==> src/rtl/ex_mem_pkg.sv <==
// Shared types for the EX->MEM pipeline boundary: payload struct, flag bit indices, flag vector type.
package ex_mem_pkg;

  localparam int DATA_W = 16;
  localparam int RD_W   = 4;

  localparam int FLAG_N = 3;
  localparam int FLAG_Z = 2;
  localparam int FLAG_V = 1;
  localparam int FLAG_C = 0;

  typedef logic [3:0] flags_t;

  typedef struct packed {
    logic [DATA_W-1:0] result;
    logic [RD_W-1:0]   rd;
    logic              reg_we;
    logic              mem_we;
    logic              mem_re;
    logic [DATA_W-1:0] store;
  } ex_mem_payload_t;

endpackage

==> src/rtl/skid_buffer.sv <==
// Two-entry valid/ready skid buffer: MAIN drives the outputs, SKID catches one beat under backpressure.
// in_ready depends only on registered state, so there is no combinational path from out_ready.
module skid_buffer #(
  parameter type T = logic
) (
  input  logic clk,
  input  logic rst_n,
  input  logic flush,
  input  logic in_valid,
  output logic in_ready,
  input  T     in_data,
  output logic out_valid,
  input  logic out_ready,
  output T     out_data,
  output logic accept
);

  logic main_valid, skid_valid;
  logic main_valid_d, skid_valid_d;
  logic load_main_in, load_main_skid, load_skid;
  logic drain;
  T     main_data, skid_data;

  assign in_ready  = ~skid_valid;
  assign accept    = in_valid & in_ready & ~flush;
  assign drain     = main_valid & out_ready;
  assign out_valid = main_valid;
  assign out_data  = main_data;

  // NOTE: every signal gets a default before any branch, otherwise a missed path infers a latch.
  always_comb begin
    main_valid_d   = main_valid;
    skid_valid_d   = skid_valid;
    load_main_in   = 1'b0;
    load_main_skid = 1'b0;
    load_skid      = 1'b0;
    if (flush) begin
      main_valid_d = 1'b0;
      skid_valid_d = 1'b0;
    end else if (skid_valid) begin
      // in_ready is low here, so only a drain can happen: promote SKID into MAIN.
      if (drain) begin
        load_main_skid = 1'b1;
        skid_valid_d   = 1'b0;
      end
    end else if (accept) begin
      if (!main_valid || drain) begin
        load_main_in = 1'b1;
        main_valid_d = 1'b1;
      end else begin
        load_skid    = 1'b1;
        skid_valid_d = 1'b1;
      end
    end else if (drain) begin
      main_valid_d = 1'b0;
    end
  end

  // NOTE: state registers use non-blocking assignments so every flop samples pre-edge values.
  always_ff @(posedge clk or negedge rst_n) begin
    if (!rst_n) begin
      main_valid <= 1'b0;
      skid_valid <= 1'b0;
    end else begin
      main_valid <= main_valid_d;
      skid_valid <= skid_valid_d;
    end
  end

  // NOTE: payload registers are reset too because the outputs must read zero after reset;
  // flush only clears the valids and leaves the data stale.
  always_ff @(posedge clk or negedge rst_n) begin
    if (!rst_n) begin
      main_data <= '0;
      skid_data <= '0;
    end else begin
      if (load_main_in) begin
        main_data <= in_data;
      end else if (load_main_skid) begin
        main_data <= skid_data;
      end
      if (load_skid) begin
        skid_data <= in_data;
      end
    end
  end

endmodule

==> src/rtl/ex_mem_stage.sv <==
// EX->MEM pipeline register: skid-buffered payload plus the architectural NZVC flag register.
// Optional stall counter on out_valid & ~out_ready when EX_MEM_STALL_CNT_EN is defined.
module ex_mem_stage
  import ex_mem_pkg::*;
#(
  parameter int WIDTH      = 16,
  parameter int REG_ADDR_W = 4
) (
  input  logic                  clk,
  input  logic                  rst_n,
  input  logic                  flush,
  input  logic                  in_valid,
  output logic                  in_ready,
  input  logic [WIDTH-1:0]      in_result,
  input  logic [3:0]            in_flags,
  input  logic                  in_flags_we,
  input  logic [REG_ADDR_W-1:0] in_rd,
  input  logic                  in_reg_we,
  input  logic                  in_mem_we,
  input  logic                  in_mem_re,
  input  logic [WIDTH-1:0]      in_store,
  output logic                  out_valid,
  input  logic                  out_ready,
  output logic [WIDTH-1:0]      out_result,
  output logic [REG_ADDR_W-1:0] out_rd,
  output logic                  out_reg_we,
  output logic                  out_mem_we,
  output logic                  out_mem_re,
  output logic [WIDTH-1:0]      out_store,
  output logic [3:0]            flags_q
`ifdef EX_MEM_STALL_CNT_EN
  ,
  output logic [15:0]           stall_cnt
`endif
);

  // Same layout as ex_mem_payload_t, but sized from this instance's parameters.
  typedef struct packed {
    logic [WIDTH-1:0]      result;
    logic [REG_ADDR_W-1:0] rd;
    logic                  reg_we;
    logic                  mem_we;
    logic                  mem_re;
    logic [WIDTH-1:0]      store;
  } payload_t;

  payload_t in_payload, out_payload;
  logic     accept;
  flags_t   flags_r;

  assign in_payload = '{
    result: in_result,
    rd:     in_rd,
    reg_we: in_reg_we,
    mem_we: in_mem_we,
    mem_re: in_mem_re,
    store:  in_store
  };

  skid_buffer #(.T(payload_t)) u_skid (
    .clk       (clk),
    .rst_n     (rst_n),
    .flush     (flush),
    .in_valid  (in_valid),
    .in_ready  (in_ready),
    .in_data   (in_payload),
    .out_valid (out_valid),
    .out_ready (out_ready),
    .out_data  (out_payload),
    .accept    (accept)
  );

  assign out_result = out_payload.result;
  assign out_rd     = out_payload.rd;
  assign out_reg_we = out_payload.reg_we;
  assign out_mem_we = out_payload.mem_we;
  assign out_mem_re = out_payload.mem_re;
  assign out_store  = out_payload.store;

  // Flags commit when the instruction is accepted, so branches see them without waiting for drain.
  always_ff @(posedge clk or negedge rst_n) begin
    if (!rst_n) begin
      flags_r <= '0;
    end else if (accept && in_flags_we) begin
      flags_r <= in_flags;
    end
  end

  assign flags_q = flags_r;

`ifdef EX_MEM_STALL_CNT_EN
  logic [15:0] stall_r;

  // Saturating; flush deliberately leaves the count alone.
  always_ff @(posedge clk or negedge rst_n) begin
    if (!rst_n) begin
      stall_r <= '0;
    end else if (out_valid && !out_ready && (stall_r != 16'hFFFF)) begin
      stall_r <= stall_r + 16'd1;
    end
  end

  assign stall_cnt = stall_r;
`endif

endmodule

==> config.mk <==
export PLATFORM = sky130hd
export DESIGN_NAME = ex_mem_stage
export DESIGN_NICKNAME = d
export VERILOG_FILES = /design/src/rtl/ex_mem_pkg.sv /design/src/rtl/skid_buffer.sv /design/src/rtl/ex_mem_stage.sv
export SDC_FILE = /design/constraint.sdc
export NUM_CORES = 1
export LEC_CHECK = 0
export BUFFER_PORTS_ARGS = -buffer_cell sky130_fd_sc_hd__clkbuf_2
export CAP_MARGIN = 10
export CORE_MARGIN = 1.5
export CORE_UTILIZATION = 30
export DETAILED_ROUTE_END_ITERATION = 6
export PLACE_DENSITY = 0.55
export SETUP_SLACK_MARGIN = 0.4
export SYNTH_ARGS = -nofsm -noshare
export SYNTH_HDL_FRONTEND = slang
export SYNTH_SLANG_ARGS = --single-unit
==> constraint.sdc <==
create_clock -name clk -period 2.1 [get_ports clk]
set_clock_uncertainty 0.2 [all_clocks]
set_input_delay 0.42 -clock clk [delete_from_list [all_inputs] [get_ports clk]]
set_output_delay 0.42 -clock clk [all_outputs]
set_load 0.01 [all_outputs]
==> results of run 1 <==
## power by group
group          switching [W]  internal [W]  leakage, nW  total [W]
logic               0.000357      0.000502         1.09   0.000858
clock network       0.000631       0.00105        0.158    0.00168
registers           0.000181       0.00198         1.04    0.00216
## stage by stage
stage | power [W] | hold WS, ns | std cells | setup TNS (ns) | area (um2)
after floorplan | 0.00263 | -0.0756 | 236 | 0 | 3460
after global placement | 0.00297 | 0.277 | 464 | -5.56 | 4120
after detailed placement | 0.00299 | 0.284 | 464 | -6.80 | 4120
after CTS | 0.00477 | 0.102 | 499 | 0 | 4730
after global routing | 0.00493 | 0.113 | 499 | 0 | 4740
final | 0.00470 | 0.109 | 499 | 0 | 4740
## routing by layer
| layer | vias to the layer above | share of wire | global-route usage |
|---|---|---|---|
| met3 | 14 | 0.054 | 0.0347 |
| met5 | - | 0 | 0 |
| met2 | 64 | 0.45 | 0.216 |
| li1 | 1116 | - | - |
| met1 | 1238 | 0.48 | 0.208 |
| met4 | 0 | 0.018 | 0.0632 |
## Yosys cell counts, drive strengths merged
| cell | count | area (um2) |
|---|---|---|
| and2 | 39 | 244 |
| clkbuf | 4 | 15.0 |
| nand2b | 2 | 12.5 |
| nor3 | 1 | 10.0 |
| a211oi | 1 | 7.51 |
| nor3b | 1 | 12.5 |
| dfrtp | 84 | 2100 |
| nand2 | 2 | 7.51 |
| a221o | 39 | 390 |
| inv | 2 | 7.51 |
| o21ai | 1 | 5.00 |
| and4b | 1 | 13.8 |
| a21oi | 3 | 18.8 |
| and2b | 1 | 7.51 |
| mux2 | 43 | 522 |
| buf | 12 | 81.3 |
## final cells by class
cell class	count	area share
repair buffers	118	0.168
inverters	2	0.00159
multi-input cells	136	0.281
clock buffers	13	0.0592
clock inverters	3	0.00898
well taps	143	0.0378
flip-flops and latches	84	0.444
## path summary, 6_finish.rpt
check,to,slack [ns],depth (start not counted)
worst min-delay path,flags_q[3],0.11,2
max in group asynchronous,u_skid.out_valid,0.84,3
worst max register to register,u_skid.skid_data[23],0.34,6
worst min register to register,u_skid.skid_data[29],0.30,1
min in group asynchronous,u_skid.out_data[28],0.44,3
worst max-delay path,u_skid.skid_data[23],0.34,6
## kinds of logic (layout without fill, tap and decap cells)
kind of cell           Yosys count  in the layout  synth area share
buffers and inverters           18            136            0.0300
DFF                             84             84             0.608
and+or+nand+nor                 47             47            0.0890
muxes                           43             43             0.151
AOI/OAI and AO/OA               44             46             0.122
## state kept, by name, summed over array words and instances, names as in the netlist
register,flops
u_skid.out_data,39
u_skid.skid_data,39
flags_q,4
u_skid.skid_valid,1
u_skid.out_valid,1
## repair_timing
| item | in CTS | in global routing |
|---|---|---|
| resized for setup | 18 | 1 |
| endpoints found under the setup margin | 82 | 82 |
| pin swaps | 4 | 0 |
| buffers inserted | 14 | 0 |
| hold buffers | 1 | 0 |
| gates cloned | 4 | 0 |
| hold endpoints to repair | 84 | 0 |
## worst register-to-register path: cells and delay by family, from the launching register on
family	cells	cell delay [ns]
buf+inv	3	0.45
flops	1	0.39
mux	1	0.30
simple gates	2	0.29
==> run_results.csv, run 1 <==
group,metric,value,unit
run_status,run_status,"complete, no violations",
clock_tree,cts_tree,"yes",
yosys,yosysUniqueCellTypes,22,
floorplan,fp-row-count,39,
routing,drtIter0Drc,81,
clock_tree,h-tree-depth,3,
routing,first_pass_iters,4,
timing,tightest_slew,0.480,ns
clock_tree,clkLatencyLatePin,0.34,ns
floorplan,die_h,110,um
global_route,antenna_found_initial,0,
final_layout,utilization,0.418,
timing,hold_violations,0,
final_layout,ff_latch_area,2100,um2
final_layout,layout_commonest_cell,"clkbuf_2",
routing,postRouteAntennaNets,0,
place,pre_cts_ws,-0.190,ns
worst_setup_path,path_class,"reg -> reg",
routing,drc,0,
worst_setup_path,cp-end-kind,"register",
floorplan,die_w,110,um
routing,vias,2432,
floorplan,start_util,0.305,
timing,period_share,0.840,
global_route,grt_max_degree,85,
pwr,cellPowerDensity,993,nW/um2
timing,rsz0062_at_grt,"yes",
clock_tree,clockBufferDepth,2,
global_route,grt_pass1_vias,2435,
worst_setup_path,crit_path_start_kind,"register",
worst_setup_path,slowest_delay,0.39,ns
timing,fin_ws,0.336,ns
final_layout,multi_input_area,1330,um2
global_route,overflow,0,
final_layout,areaGrowthSynthToFinish,37.0,%
floorplan,dieArea,12200,um2
hold_path,min_from,"in_flags[3]",
pwr,leakage,2.28,nW
final_layout,mostFrequentLayoutCells,"clkbuf_2 (92), dfrtp_1 (83), a221o_1 (39)",
run,maxCapViolations,0,
timing,setup_viol,0,
global_route,grt_usage,0.148,
yosys,synth.avg_cell_area,14.6,um2
place,portBuffers,93,
yosys,synth.net_count,285,
clock_tree,path_clk_slew,0.06,ns
worst_setup_path,cp.arrival,1.78,ns
place,dp_hpwl,4660,um
worst_setup_path,cpMostUsedCell,"buf_6",
worst_setup_path,crit_path_top_delay_cell,"dfrtp_1",
final_layout,drive_above_1_share,0.522,
final_layout,fillers,1077,
timing,fmax,0.567,GHz
floorplan,core,11300,um2
worst_setup_path,r2r_start,"u_skid.skid_valid",
routing,wirelength,8560,um
clock_tree,clock-sinks,84,
floorplan,pin_count,94,
clock_tree,numCtsBuffers,9,
yosys,ys_ff_latch,84,
yosys,synth_cells,236,
timing,slew_viol_final,0,
worst_setup_path,worstPathRequired,2.12,ns
worst_setup_path,path_cells,"buf_6, nor3b_4, buf_6, nand2_8, buf_16, mux2_4",
global_route,grt_pass1_wl,13200,um
yosys,synth-warning-count,0,
hold_path,min_path_type,"in -> reg",
worst_setup_path,path_buf_inv,3,
routing,vias_per_cell,4.87,
final_layout,fin_nets,400,
worst_setup_path,cp_max_fo,12,
place,routabilityCongestion,0.718,
routing,routedWlPerCell,17.1,um
final_layout,diodes,0,
yosys,seq_area_frac_synth,0.608,
yosys,netlist_area,3460,um2
worst_setup_path,startpoint,"u_skid.skid_valid",
timing,min_period,1.76,ns
pwr,irDropWorstVdd,0.000408,V
timing,slew_headroom,0.680,
worst_setup_path,cpLargestDelayFamily,"buffers and inverters",
clock_tree,cts-root-buf,"clkbuf_16",
Note: power is estimated with default switching activity, not from simulation.
==> run 2: changes to the inputs <==
- PLACE_DENSITY: 0.55 -> 0.56
- clock period: 2.1 -> 1.5 ns (I/O delays scaled with it)
==> run 2 against run 1 <==
Against the previous run:
- the run now ends with negative hold slack, negative setup slack left
- design area increased by 13%
- sequential power increased by 41%
- total power increased by 49%
- combinational power increased by 100%
- setup slack got worse by 0.58 ns
==> run_results.csv, run 2 (synthesis gave the netlist of run 1 again) <==
group,metric,value,unit
run_status,run_status,"finished, violations left",
run_status,violations,"negative hold slack, negative setup slack",
timing,slew_headroom,0.680,
pwr,swShare,0.253,
routing,drtIter0Drc,132,
routing,drc,0,
timing,fin_ws,-0.245,ns
final_layout,utilization,0.471,
timing,fmax,0.573,GHz
worst_setup_path,cp-end-kind,"register",
pwr,cellPowerDensity,1310,nW/um2
worst_setup_path,cp_max_fo,6,
routing,wirelength,9730,um
pwr,irDropWorstVdd,0.000808,V
timing,hold_ws,-0.217,ns
routing,vias_per_cell,4.82,
pwr,p_sw,0.00177,W
timing,tightest_slew,0.478,ns
place,portBuffers,93,
global_route,grt_usage,0.160,
place,dp_hpwl,4570,um
floorplan,die_w,110,um
clock_tree,h-tree-depth,3,
global_route,grt_pass1_vias,2562,
place,routabilityCongestion,0.661,
clock_tree,clockBufferDepth,2,
final_layout,mostFrequentLayoutCells,"dfrtp_1 (83), clkbuf_2 (47), buf_4 (44)",
worst_setup_path,path_class,"reg -> reg",
floorplan,pin_count,94,
clock_tree,clkLatencyLatePin,0.34,ns
pwr,comb_power_share,0.248,
clock_tree,cts-root-buf,"clkbuf_16",
floorplan,dieArea,12200,um2
hold_path,min_path_type,"in -> async",
routing,vias,2602,
timing,period_share,1.16,
worst_setup_path,worstPathRequired,1.52,ns
timing,slew_viol_final,0,
floorplan,die_h,110,um
run,maxCapViolations,0,
routing,postRouteAntennaNets,0,
pwr,p_int,0.00522,W
clock_tree,cts_tree,"yes",
timing,min_period,1.75,ns
global_route,antenna_found_initial,0,
worst_setup_path,cp.arrival,1.77,ns
worst_setup_path,crit_path_start_kind,"register",
final_layout,drive_above_1_share,0.589,
clock_tree,path_clk_slew,0.06,ns
pwr,p_seq_frac,0.436,
final_layout,diodes,0,
routing,routedWlPerCell,18.0,um
clock_tree,clock-sinks,84,
pwr,leakage,2.70,nW
floorplan,fp-row-count,39,
clock_tree,numCtsBuffers,9,
routing,first_pass_iters,4,
global_route,grt_pass1_wl,13900,um
final_layout,fin_nets,442,
global_route,grt_max_degree,85,
global_route,overflow,0,
floorplan,core,11300,um2
final_layout,areaGrowthSynthToFinish,54.3,%
timing,setup_viol,84,
timing,rsz0062_at_grt,"yes",
timing,tns,-17.24,ns
final_layout,layout_commonest_cell,"dfrtp_1",
pwr,clockPowerShare,0.316,
timing,hold_violations,89,
floorplan,start_util,0.305,
[run 2: changes by cell type in the layout (fill, tap and decap cells not counted), moves of 2 or more]
cell and delta:
buf_2 +34, buf_16 +2, mux2_2 -29, clkbuf_16 +3, clkbuf_2 -45, clkbuf_8 -3, a21oi_1 -2, mux2_4 +29
buf_6 +19, buf_4 +30, a21oi_2 +2, clkinv_2 +2
[run 2: cell type report]
cell class                      count  area, um2
Tap cell                          143        179
Sequential cell                    84       2100
Inverter                            2       7.51
Fill cell                        1035       5990
Multi-Input combinational cell    136       1460
Clock inverter                      5       52.6
Clock buffer                       10        239
Timing Repair Buffer              160       1290
[run 2: critical path: stages (launching register included)]
cell	delay, ns
dfrtp_2	0.43
buf_6	0.12
and2b_2	0.24
nand2_8	0.16
clkbuf_16	0.19
mux2_4	0.29
[run 2: final timing paths]
check	startpoint	cells past startpoint	slack (ns)	end
worst max-delay path	u_skid.out_valid	5	-0.25	u_skid.skid_data[16]
worst min-delay path	rst_n	2	-0.22	u_skid.out_data[11]
worst max register to register	u_skid.out_valid	5	-0.25	u_skid.skid_data[16]
worst min register to register	u_skid.skid_data[14]	1	0.30	u_skid.skid_data[14]
max in group asynchronous	rst_n	2	0.95	u_skid.out_valid
min in group clk	in_flags[2]	2	-0.01	flags_q[2]
[run 2: repair_timing]
action,in CTS,in global routing
gates resized for setup,33,86
pin swaps,5,18
cloned,6,3
setup endpoints to repair,128,129
buffers inserted,33,16
endpoints found under the hold margin,121,88
[run 2: power groups by stage]
stage / sequential [W] / clock (W) / combinational [W]
floorplan: 0.00312 / 0 / 0.000583
global placement: 0.00305 / 0 / 0.00111
detailed placement: 0.00306 / 0 / 0.00114
CTS: 0.00302 / 0.00229 / 0.00145
global route: 0.00310 / 0.00237 / 0.00187
finish: 0.00304 / 0.00221 / 0.00173
[run 2: layer usage]
| layer | wire, um | GRT usage |
|---|---|---|
| met1 | 4580 | 0.207 |
| met3 | 381 | 0.0370 |
| met5 | 0 | 0 |
| met4 | 174 | 0.0815 |
| met2 | 4590 | 0.250 |
[run 2: through the flow]
step	worst slack (ns)	hold WS, ns	total power (W)	cells	area [um2]
2_1_floorplan	-0.149	-0.196	0.00370	236	3520
3_3_place_gp	-0.612	0.171	0.00416	467	4160
3_5_place_dp	-0.669	0.176	0.00420	467	4160
4_1_cts	-0.234	-0.196	0.00676	521	4960
5_1_grt	-0.283	-0.177	0.00735	540	5340
6_report	-0.245	-0.217	0.00698	540	5340
==> run 3: changes to the inputs <==
- ABC_AREA: unset -> 1
==> run 3 against run 2 <==
Against the previous run:
- clock power fell by 3%
- sequential power is essentially flat
- sequential share of layout area is 3.0 points lower
- critical path depth grew 2
- first-iteration DRC count decreased by 1.5%
- register-to-register slack better by 0.25 ns
- the run ends with negative hold slack left
- global-route usage up 0.82 points
- synthesized area rose by 4.2%
- final cell count rose by 38%
- die area up 4.1%
- via count is 34% higher
- setup slack better by 0.25 ns
==> run_results.csv, run 3 <==
group,metric,value,unit
final_layout,utilization,0.500,
timing,tns,0,ns
global_route,grt_pass1_wl,16700,um
place,routabilityCongestion,0.743,
yosys,seq_area_frac_synth,0.583,
yosys,synth.net_count,469,
yosys,yosysMostFrequentCell,"nand2_1",
timing,slew_viol_final,0,
timing,tightest_slew,0.287,ns
global_route,grt_util_met3,0.0351,
routing,wirelength,10600,um
floorplan,core,11600,um2
routing,routedWlPerCell,14.3,um
routing,drc,0,
worst_setup_path,crit_path_start_kind,"register",
final_layout,fin_cells,743,
clock_tree,numCtsBuffers,9,
clock_tree,path_clk_slew,0.06,ns
clock_tree,cts_tree,"yes",
global_route,antenna_found_initial,0,
final_layout,fillers,1091,
pwr,cellPowerDensity,1170,nW/um2
timing,fmax,0.667,GHz
yosys,synth_edf_count,0,
timing,min_period,1.50,ns
yosys,ys_ff_latch,84,
worst_setup_path,worstPathRequired,1.58,ns
final_layout,drive_above_1_share,0.400,
worst_setup_path,cp_max_fo,7,
worst_setup_path,path_class,"reg -> reg",
global_route,busiest_layer,"met2",
place,dp_hpwl,6590,um
routing,drtIter0Drc,130,
yosys,synth-async-reset-ratio,1.00,
clock_tree,cts-root-buf,"clkbuf_16",
routing,postRouteAntennaNets,0,
pwr,irDropWorstVdd,0.000487,V
timing,period_share,1.00,
timing,rsz0062_at_grt,"yes",
yosys,yosysTopAreaCell,"dfrtp_1",
yosys,synth_area_leaders,"dfrtp_1 (58%), nand2_1 (17%), nand3_1 (11%), o21ai_0 (6.0%), buf_6 (1.6%)",
final_layout,mostFrequentLayoutCells,"nand2_1 (109), dfrtp_1 (83), nand3_1 (75)",
routing,first_pass_iters,4,
floorplan,start_util,0.312,
global_route,met1_usage,0.211,
global_route,use_met2,0.280,
yosys,yosysTopAreaCellShare,0.583,
global_route,grt_pass1_vias,3418,
routing,vias_per_cell,4.69,
floorplan,fp-row-count,39,
run,maxCapViolations,0,
clock_tree,clockBufferDepth,2,
timing,slew_headroom,0.809,
worst_setup_path,cp-end-kind,"register",
clock_tree,clkLatencyLatePin,0.34,ns
global_route,grt_max_degree,40,
place,dp.cells,650,
yosys,synthTopCellsByCount,"nand2_1 (167), dfrtp_1 (84), nand3_1 (79), o21ai_0 (43), clkbuf_1 (11)",
yosys,netlist_area,3600,um2
yosys,synth-warning-count,0,
yosys,synth_cells,420,
timing,setup_viol,0,
run_status,violations,"negative hold slack",
clock_tree,holdBufCountCts,43,
global_route,grt_usage,0.168,
timing,hold_violations,84,
floorplan,die_h,113,um
worst_setup_path,cp.arrival,1.58,ns
run_status,run_status,"finished, violations left",
clock_tree,h-tree-depth,3,
floorplan,die_w,113,um
pwr,leakage,3.02,nW
clock_tree,clock-sinks,84,
global_route,overflow,0,
floorplan,pin_count,94,
floorplan,dieArea,12700,um2
yosys,yosysUniqueCellTypes,15,
final_layout,diodes,0,
final_layout,areaGrowthSynthToFinish,60.4,%
timing,hold_ws,-0.360,ns
place,portBuffers,93,
final_layout,fin_nets,644,
final_layout,layout_commonest_cell,"nand2_1",
routing,vias,3484,
hold_path,min_path_type,"in -> async",
yosys,synth_top_flop_cell,"dfrtp_1",
yosys,synth.avg_cell_area,8.58,um2
-- run 3: cell types whose count changed after synthesis, moves of 13 or more --
cell     change
a221o_1     -39
and2_0      -26
and2_1      -13
mux2_2      -33
nand2_1    +165
nand3_1     +79
o21ai_0     +42
-- run 3: final timing paths --
| kind | from | end | slack, ns | cells after the start |
|---|---|---|---|---|
| max in group asynchronous | rst_n | u_skid.out_data[36] | 0.92 | 2 |
| setup reg to reg | u_skid.skid_valid | u_skid.skid_data[8] | 0.0001 | 7 |
| min in group clk | flush | u_skid.out_valid | 0.02 | 2 |
| hold reg to reg | u_skid.skid_data[26] | u_skid.skid_data[26] | 0.28 | 2 |
| hold / removal | rst_n | u_skid.out_data[11] | -0.36 | 1 |
| setup / recovery | u_skid.skid_valid | u_skid.skid_data[8] | 0.0001 | 7 |
-- run 3: where the power goes --
part           leakage (nW)  switching (W)  total (W)  internal (W)
logic                  1.83       0.000776    0.00156      0.000786
registers              1.05       0.000272    0.00304       0.00276
clock network         0.138       0.000887    0.00214       0.00125
-- run 3: worst max-delay path, cell delays in order (launching register included) --
cell       delay, ns
dfrtp_1         0.43
nor2_4          0.14
nand2_4         0.11
nor2_4          0.12
buf_12          0.15
clkbuf_16       0.18
nand2_2         0.05
nand2_1         0.06
-- run 3: what timing repair did --
| item | in CTS | in global routing |
|---|---|---|
| buffers inserted | 15 | 16 |
| hold endpoints to repair | 154 | 67 |
| pin swaps | 1 | 13 |
| gates resized for setup | 10 | 183 |
| setup endpoints to repair | 129 | 129 |
| gates cloned | 0 | 3 |
-- run 3: stage by stage --
stage / power (W) / cell area, um2 / setup slack (ns)
after floorplan: 0.00360 / 3610 / 0.0981
after CTS: 0.00655 / 5200 / 0.0271
after detailed placement: 0.00416 / 4330 / -0.0160
after global placement: 0.00412 / 4330 / 0.0454
final: 0.00674 / 5780 / 0.000137
after global routing: 0.00714 / 5780 / -0.0702
-- run 3: cell families (layout without fill, tap and decap cells) --
kind of cell	count (synthesis)	after routing	share of synthesized area
DFF	84	84	0.583
AOI/OAI and AO/OA	44	44	0.0618
and+or+nand+nor	256	256	0.300
buffers and inverters	36	216	0.0545
-- run 3: cell type report --
cell class                      instances  area (um2)  area share
Clock buffer                           13         270      0.0468
Clock inverter                          3        20.0     0.00346
Inverter                                7        28.8     0.00498
Multi-Input combinational cell        300        1620       0.280
Sequential cell                        84        2100       0.364
Tap cell                              143         179      0.0310
Timing Repair Buffer                  193        1560       0.270
-- run 3: routing by layer --
metal | part of all wire | up-vias
met5 | 0 | -
met4 | 0.021 | 0
li1 | - | 1721
met1 | 0.45 | 1661
met2 | 0.49 | 87
met3 | 0.036 | 15
